`src/rtl/vga_pkg.sv`:
```
// Shared types and constants for the VGA test-pattern sequencer.
package vga_pkg;

  typedef enum logic {
    MANUAL = 1'b0,
    AUTO   = 1'b1
  } seq_state_e;

  localparam logic [2:0] IDX_FIRST = 3'd1;
  localparam logic [2:0] IDX_LAST  = 3'd7;
  localparam int         DWELL_W   = 8;

  // Next palette index in the 1..7 ring; an out-of-range value recovers to the first index.
  function automatic logic [2:0] next_index(input logic [2:0] idx);
    logic [2:0] nxt;
    if ((idx >= IDX_LAST) || (idx < IDX_FIRST)) begin
      nxt = IDX_FIRST;
    end else begin
      nxt = idx + 3'd1;
    end
    return nxt;
  endfunction

endpackage

```
`src/rtl/sync_edge_detect.sv`:
```
// Two-flop synchronizer for an asynchronous pin with a registered rising-edge pulse.
// The edge flop samples the first stage against the second, so it acts as a
// second-stage flop itself and the pulse lines up with the synchronized level.
module sync_edge_detect (
  input  logic clk,
  input  logic reset,
  input  logic async_in,
  output logic level,
  output logic rise
);

  logic sync1_r;
  logic sync2_r;
  logic rise_r;

  // Synchronize the pin and register a one-cycle pulse on its rising edge.
  always_ff @(posedge clk) begin
    if (reset) begin
      sync1_r <= 1'b0;
      sync2_r <= 1'b0;
      rise_r  <= 1'b0;
    end else begin
      sync1_r <= async_in;
      sync2_r <= sync1_r;
      rise_r  <= sync1_r & ~sync2_r;
    end
  end

  assign level = sync2_r;
  assign rise  = rise_r;

endmodule

```
`src/rtl/vga_pattern_sequencer.sv`:
```
// Frame-synchronous palette index sequencer: auto-cycles or steps on button
// presses, and only ever changes the index on the vsync assertion edge.
module vga_pattern_sequencer
  import vga_pkg::*;
#(
  parameter int FRAMES_PER_STEP  = 60,
  parameter bit VSYNC_ACTIVE_LOW = 1'b1
) (
  input  logic       clk,
  input  logic       reset,
  input  logic       vsync,
  input  logic       auto_en,
  input  logic       step_btn,
  output logic [2:0] color_index,
  output logic       advance,
  output logic       auto_active,
  output logic [7:0] frame_cnt
);

  localparam logic VSYNC_ASSERTED = VSYNC_ACTIVE_LOW ? 1'b0 : 1'b1;
  localparam logic [DWELL_W-1:0] DWELL_MAX = DWELL_W'(FRAMES_PER_STEP - 1);

  seq_state_e          state_r;
  logic [2:0]          color_index_r;
  logic                advance_r;
  logic                auto_active_r;
  logic [7:0]          frame_cnt_r;
  logic [DWELL_W-1:0]  dwell_r;
  logic                pending_r;
  logic                vsync_d_r;

  logic                frame_edge_s;
  logic                step_rise_s;
  logic                step_level_s;
  logic                auto_level_s;
  logic                auto_rise_s;
  logic                unused_sync_s;

  sync_edge_detect u_step_sync (
    .clk      (clk),
    .reset    (reset),
    .async_in (step_btn),
    .level    (step_level_s),
    .rise     (step_rise_s)
  );

  sync_edge_detect u_auto_sync (
    .clk      (clk),
    .reset    (reset),
    .async_in (auto_en),
    .level    (auto_level_s),
    .rise     (auto_rise_s)
  );

  // The button only matters as an edge and the mode switch only as a level.
  assign unused_sync_s = step_level_s ^ auto_rise_s;

  // Frame edge: vsync asserted now but not in the previous cycle.
  always_comb begin
    frame_edge_s = 1'b0;
    if ((vsync == VSYNC_ASSERTED) && (vsync_d_r != VSYNC_ASSERTED)) begin
      frame_edge_s = 1'b1;
    end else begin
      frame_edge_s = 1'b0;
    end
  end

  // Mode FSM, dwell timer, step request and all registered outputs.
  always_ff @(posedge clk) begin
    if (reset) begin
      state_r       <= MANUAL;
      color_index_r <= IDX_FIRST;
      advance_r     <= 1'b0;
      auto_active_r <= 1'b0;
      frame_cnt_r   <= 8'd0;
      dwell_r       <= '0;
      pending_r     <= 1'b0;
      vsync_d_r     <= VSYNC_ASSERTED;
    end else begin
      vsync_d_r <= vsync;
      advance_r <= 1'b0;
      if (frame_edge_s) begin
        frame_cnt_r <= frame_cnt_r + 8'd1;
      end
      case (state_r)
        MANUAL: begin
          if (frame_edge_s && pending_r) begin
            color_index_r <= next_index(color_index_r);
            advance_r     <= 1'b1;
            pending_r     <= 1'b0;
          end
          // A press landing on the frame edge is kept for the next frame.
          if (step_rise_s) begin
            pending_r <= 1'b1;
          end
          if (auto_level_s) begin
            state_r       <= AUTO;
            auto_active_r <= 1'b1;
            dwell_r       <= '0;
          end
        end
        AUTO: begin
          if (frame_edge_s) begin
            // Dwell expiry and a pending press together still yield one step.
            if ((dwell_r >= DWELL_MAX) || pending_r) begin
              color_index_r <= next_index(color_index_r);
              advance_r     <= 1'b1;
              dwell_r       <= '0;
              pending_r     <= 1'b0;
            end else begin
              dwell_r <= dwell_r + 8'd1;
            end
          end
          if (step_rise_s) begin
            pending_r <= 1'b1;
          end
          if (!auto_level_s) begin
            state_r       <= MANUAL;
            auto_active_r <= 1'b0;
            dwell_r       <= '0;
          end
        end
        default: begin
          state_r       <= MANUAL;
          auto_active_r <= 1'b0;
          dwell_r       <= '0;
          pending_r     <= 1'b0;
        end
      endcase
    end
  end

  assign color_index = color_index_r;
  assign advance     = advance_r;
  assign auto_active = auto_active_r;
  assign frame_cnt   = frame_cnt_r;

endmodule

```
`config.mk`:
```
export PLATFORM = sky130hd
export DESIGN_NAME = vga_pattern_sequencer
export DESIGN_NICKNAME = d
export VERILOG_FILES = /design/src/rtl/vga_pkg.sv /design/src/rtl/sync_edge_detect.sv /design/src/rtl/vga_pattern_sequencer.sv
export SDC_FILE = /design/constraint.sdc
export NUM_CORES = 1
export LEC_CHECK = 0
export CAP_MARGIN = 0
export CORE_MARGIN = 4
export CORE_UTILIZATION = 52
export DETAILED_ROUTE_END_ITERATION = 12
export GPL_ROUTABILITY_DRIVEN = 0
export HOLD_SLACK_MARGIN = 0.02
export PLACE_DENSITY = 0.83
export SLEW_MARGIN = 10
export SYNTH_ARGS = -nofsm -noshare
export SYNTH_HDL_FRONTEND = slang
export SYNTH_SLANG_ARGS = --single-unit
```
`constraint.sdc`:
```
create_clock -name clk -period 1.64 [get_ports clk]
set_input_delay 0.328 -clock clk [delete_from_list [all_inputs] [get_ports clk]]
set_output_delay 0.328 -clock clk [all_outputs]
set_load 0.02 [all_outputs]
```
==> reports/qor.yml <==
die:
  die_area_mm2: 0.00327
  coreArea_mm2: 0.00225
  chipHeight_um: 57.2
  die_w_um: 57.2
  rows: 17
  io_pins: 18
  start_util_pct: 55.8
layout:
  fin_area_mm2: 0.00154
  syn_to_final_growth_pct: 22.4
  num_antenna_cells: 0
  num-nets-final: 160
  drive_gt1_share_pct: 15.2
  utilization_pct: 68.3
  fillers: 208
synthesis:
  synth.area.top_cells: "dfxtp_1 (46%), nor3_2 (5.6%), xnor2_1 (4.9%)"
  netlist_area_mm2: 0.00126
  synth-compound-area-share_pct: 11.6
  yosys.area.top_type_share_pct: 46.2
  synthMuxAreaShare_pct: 2.39
  seq_area_frac_synth_pct: 46.2
  avgSynthCellArea_um2: 9.75
  synth_nets: 138
  synthAdderAreaFrac_pct: 3.98
  synth-seq-cells: 29
  synthSimpleGateAreaFrac_pct: 25.5
  ys_warn_count: 0
  synth_top_family_by_area: "simple AND/OR/NAND/NOR gates"
  syn_inst: 129
  synth_cell_types: 34
  yosysTopAreaCell: "dfxtp_1"
  synthXorXnorAreaFrac_pct: 6.97
clocking:
  worstSkewPairLatency_ns: 0.33
  cts_tree: "yes"
  clkTransAtPathRegs_ns: 0.09
  cts.path.max_buffers: 2
  htree_levels: 2
  root_buffer: "clkbuf_4"
  clock_sinks: 29
  cts_buffers: 5
detailed_routing:
  vias_per_cell: 5.26
  routed_wl_mm: 2.35
  first_iter_violations: 14
  ant_nets: 0
  drc: 0
  drt_first_pass_iters: 4
  via_count: 941
  routedWlPerCell_um: 13.1
global_routing:
  antenna_found_initial: 0
  gr-usage-all-layers_pct: 16.5
  grt_max_degree: 28
  grt_pass1_vias: 903
  grt_pass1_wl_mm: 4.09
  grt_overflow_total: 0
sta:
  drv_slew: 0
  worstMarginPinSlew_ns: 0.469
  min_period_over_period_pct: 94.7
  relSlewSlack_pct: 68.6
  rsz0062_at_grt: "false"
  fin_hold_ws_ns: 0.412
  skew_ns: 0.0124
  hold_viol_final: 0
  finalSetupViolations: 0
  clock.fmax_ghz: 0.644
  period_needed_ns: 1.55
  tns_ns: 0
worst_setup_path:
  rr_worst_depth: 5
  cp.arrival_ns: 1.23
  cp.required_ns: 1.31
  path_delay_family: "buffers and inverters"
  end_kind: "output pin"
  r2r-end: "dwell_r[3]$_SDFFE_PP0P_"
  crit_type: "flop to output pin"
  r2r_start: "dwell_r[0]$_SDFFE_PP0P_"
  reg2reg_slack_ns: 0.14
  cp_num_buf_inv: 1
  critPathSlowestCell: "clkdlybuf4s50_1"
  crit_chain: "clkdlybuf4s50_1"
  critPathMaxStageDelay_ns: 0.59
  startpoint_type: "flop"
  path_max_fanout: 1
worst_hold_path:
  hold_path_class: "flop to flop"
  hold_depth: 1
  min_from: "u_step_sync.level$_SDFF_PP0_"
  hold_end: "u_step_sync.rise$_SDFF_PP0_"
power_and_ir_drop:
  power_density_mw_per_mm2: 888
  ir_drop_v: 0.000666
  leakage_nw: 0.627
  p_total_mw: 1.37
placed_design:
  dp_hpwl_mm: 1.71
  portBuffers: 17
  place_area_mm2: 0.00148
run:
  cap_violations: 0
outcome:
  status: "finished clean"
==> cells by family (layout without fill, tap and decap cells) <==
| group | Yosys count | count (layout) |
|---|---|---|
| muxes | 3 | 3 |
| and+or+nand+nor | 55 | 55 |
| buffers and inverters | 10 | 32 |
| adders and majority gates | 4 | 4 |
| DFF | 29 | 29 |
| xor gates and xnor gates | 10 | 10 |
| AOI/OAI and AO/OA | 18 | 18 |
==> synthesized netlist by cell type <==
cell type and number:
nor4_1 1, nor2_2 1, o21ai_4 1, nor3_2 7, nor3_1 4, inv_1 4, buf_1 2, nand2b_1 3
a21oi_1 5, clkbuf_2 1, a2111oi_0 1, dfxtp_1 29, buf_2 3, a31oi_1 2, or3_1 1, or3_4 1
a211oi_2 1, a41oi_1 1, a21oi_4 1, nor2_1 11, nand4_1 3, nand3_1 4, mux2i_1 3, nand2_1 7
o32a_1 1, xor2_1 3, o21ai_0 2, and3_1 3, nor2b_1 8, ha_1 4, and2_0 1, o2111a_1 1
a211oi_1 2, xnor2_1 7
==> worst max path at each step <==
| stage | start | endpoint | slack, ns | cells after the start |
|---|---|---|---|---|
| finish | advance$_SDFF_PP0_ | advance | 0.09 | 1 |
| global route | advance$_SDFF_PP0_ | advance | 0.03 | 1 |
| CTS | auto_active$_SDFFE_PP0P_ | auto_active | 0.01 | 1 |
| detailed placement | vsync | dwell_r[6]$_SDFFE_PP0P_ | -0.20 | 5 |
| global placement | vsync | dwell_r[6]$_SDFFE_PP0P_ | -0.12 | 5 |
| floorplan | color_index[0]$_SDFFE_PP1P_ | color_index[0]$_SDFFE_PP1P_ | 0.26 | 4 |
==> what timing repair did <==
action,4_1_cts,5_1_grt
resized for setup,11,1
hold buffers,0,0
setup buffers,0,0
setup endpoints to repair,11,1
==> layout by cell type (no fill, tap or decap), drive strengths merged, types with 4 or more instances in the layout <==
cell / synthesis / routed
a21oi: 6 / 6
buf: 5 / 4
clkbuf: 1 / 5
clkdlybuf4s50: 0 / 5
dfxtp: 29 / 29
dlygate4sd2: 0 / 11
ha: 4 / 4
inv: 4 / 4
nand2: 7 / 7
nand3: 4 / 4
nor2: 12 / 12
nor2b: 8 / 8
nor3: 11 / 11
xnor2: 7 / 7
==> state kept, by name, indices dropped and copies added, names as in the netlist <==
name / cells
dwell_r: 8
frame_cnt: 8
color_index: 3
advance: 1
auto_active: 1
pending_r: 1
state_r: 1
u_auto_sync.level: 1
u_auto_sync.sync1_r: 1
u_step_sync.level: 1
u_step_sync.rise: 1
u_step_sync.sync1_r: 1
vsync_d_r: 1
==> through the flow <==
step | cells | setup slack (ns)
after floorplan | 129 | 0.260
after global placement | 172 | -0.123
after detailed placement | 172 | -0.196
after CTS | 179 | 0.00982
after global routing | 179 | 0.0254
final | 179 | 0.0869
==> power breakdown <==
group          leakage, nW  switching, mW  internal (mW)
Sequential           0.235        0.00883          0.717
Combinational        0.351         0.0462         0.0392
Clock               0.0410          0.245          0.310
==> layer usage <==
metal | wire length (um) | part of all wire, % | vias up | track usage, %
li1 | - | - | 490 | -
met3 | 74 | 3.1 | 6 | 6.11
met4 | 47 | 2.0 | 0 | 10.6
met1 | 1030 | 44 | 435 | 18.4
met5 | 0 | 0 | - | 0
met2 | 1200 | 51 | 10 | 26.3
==> cell type report <==
class	instances	area (um2)	area share, %
Multi-Input combinational cell	90	634	41.2
Sequential cell	29	581	37.7
Tap cell	28	35.0	2.28
Clock buffer	5	37.5	2.44
Timing Repair Buffer	21	201	13.1
Clock inverter	2	35.0	2.28
Inverter	4	15.0	0.976
Note: power is estimated with default switching activity, not from simulation.
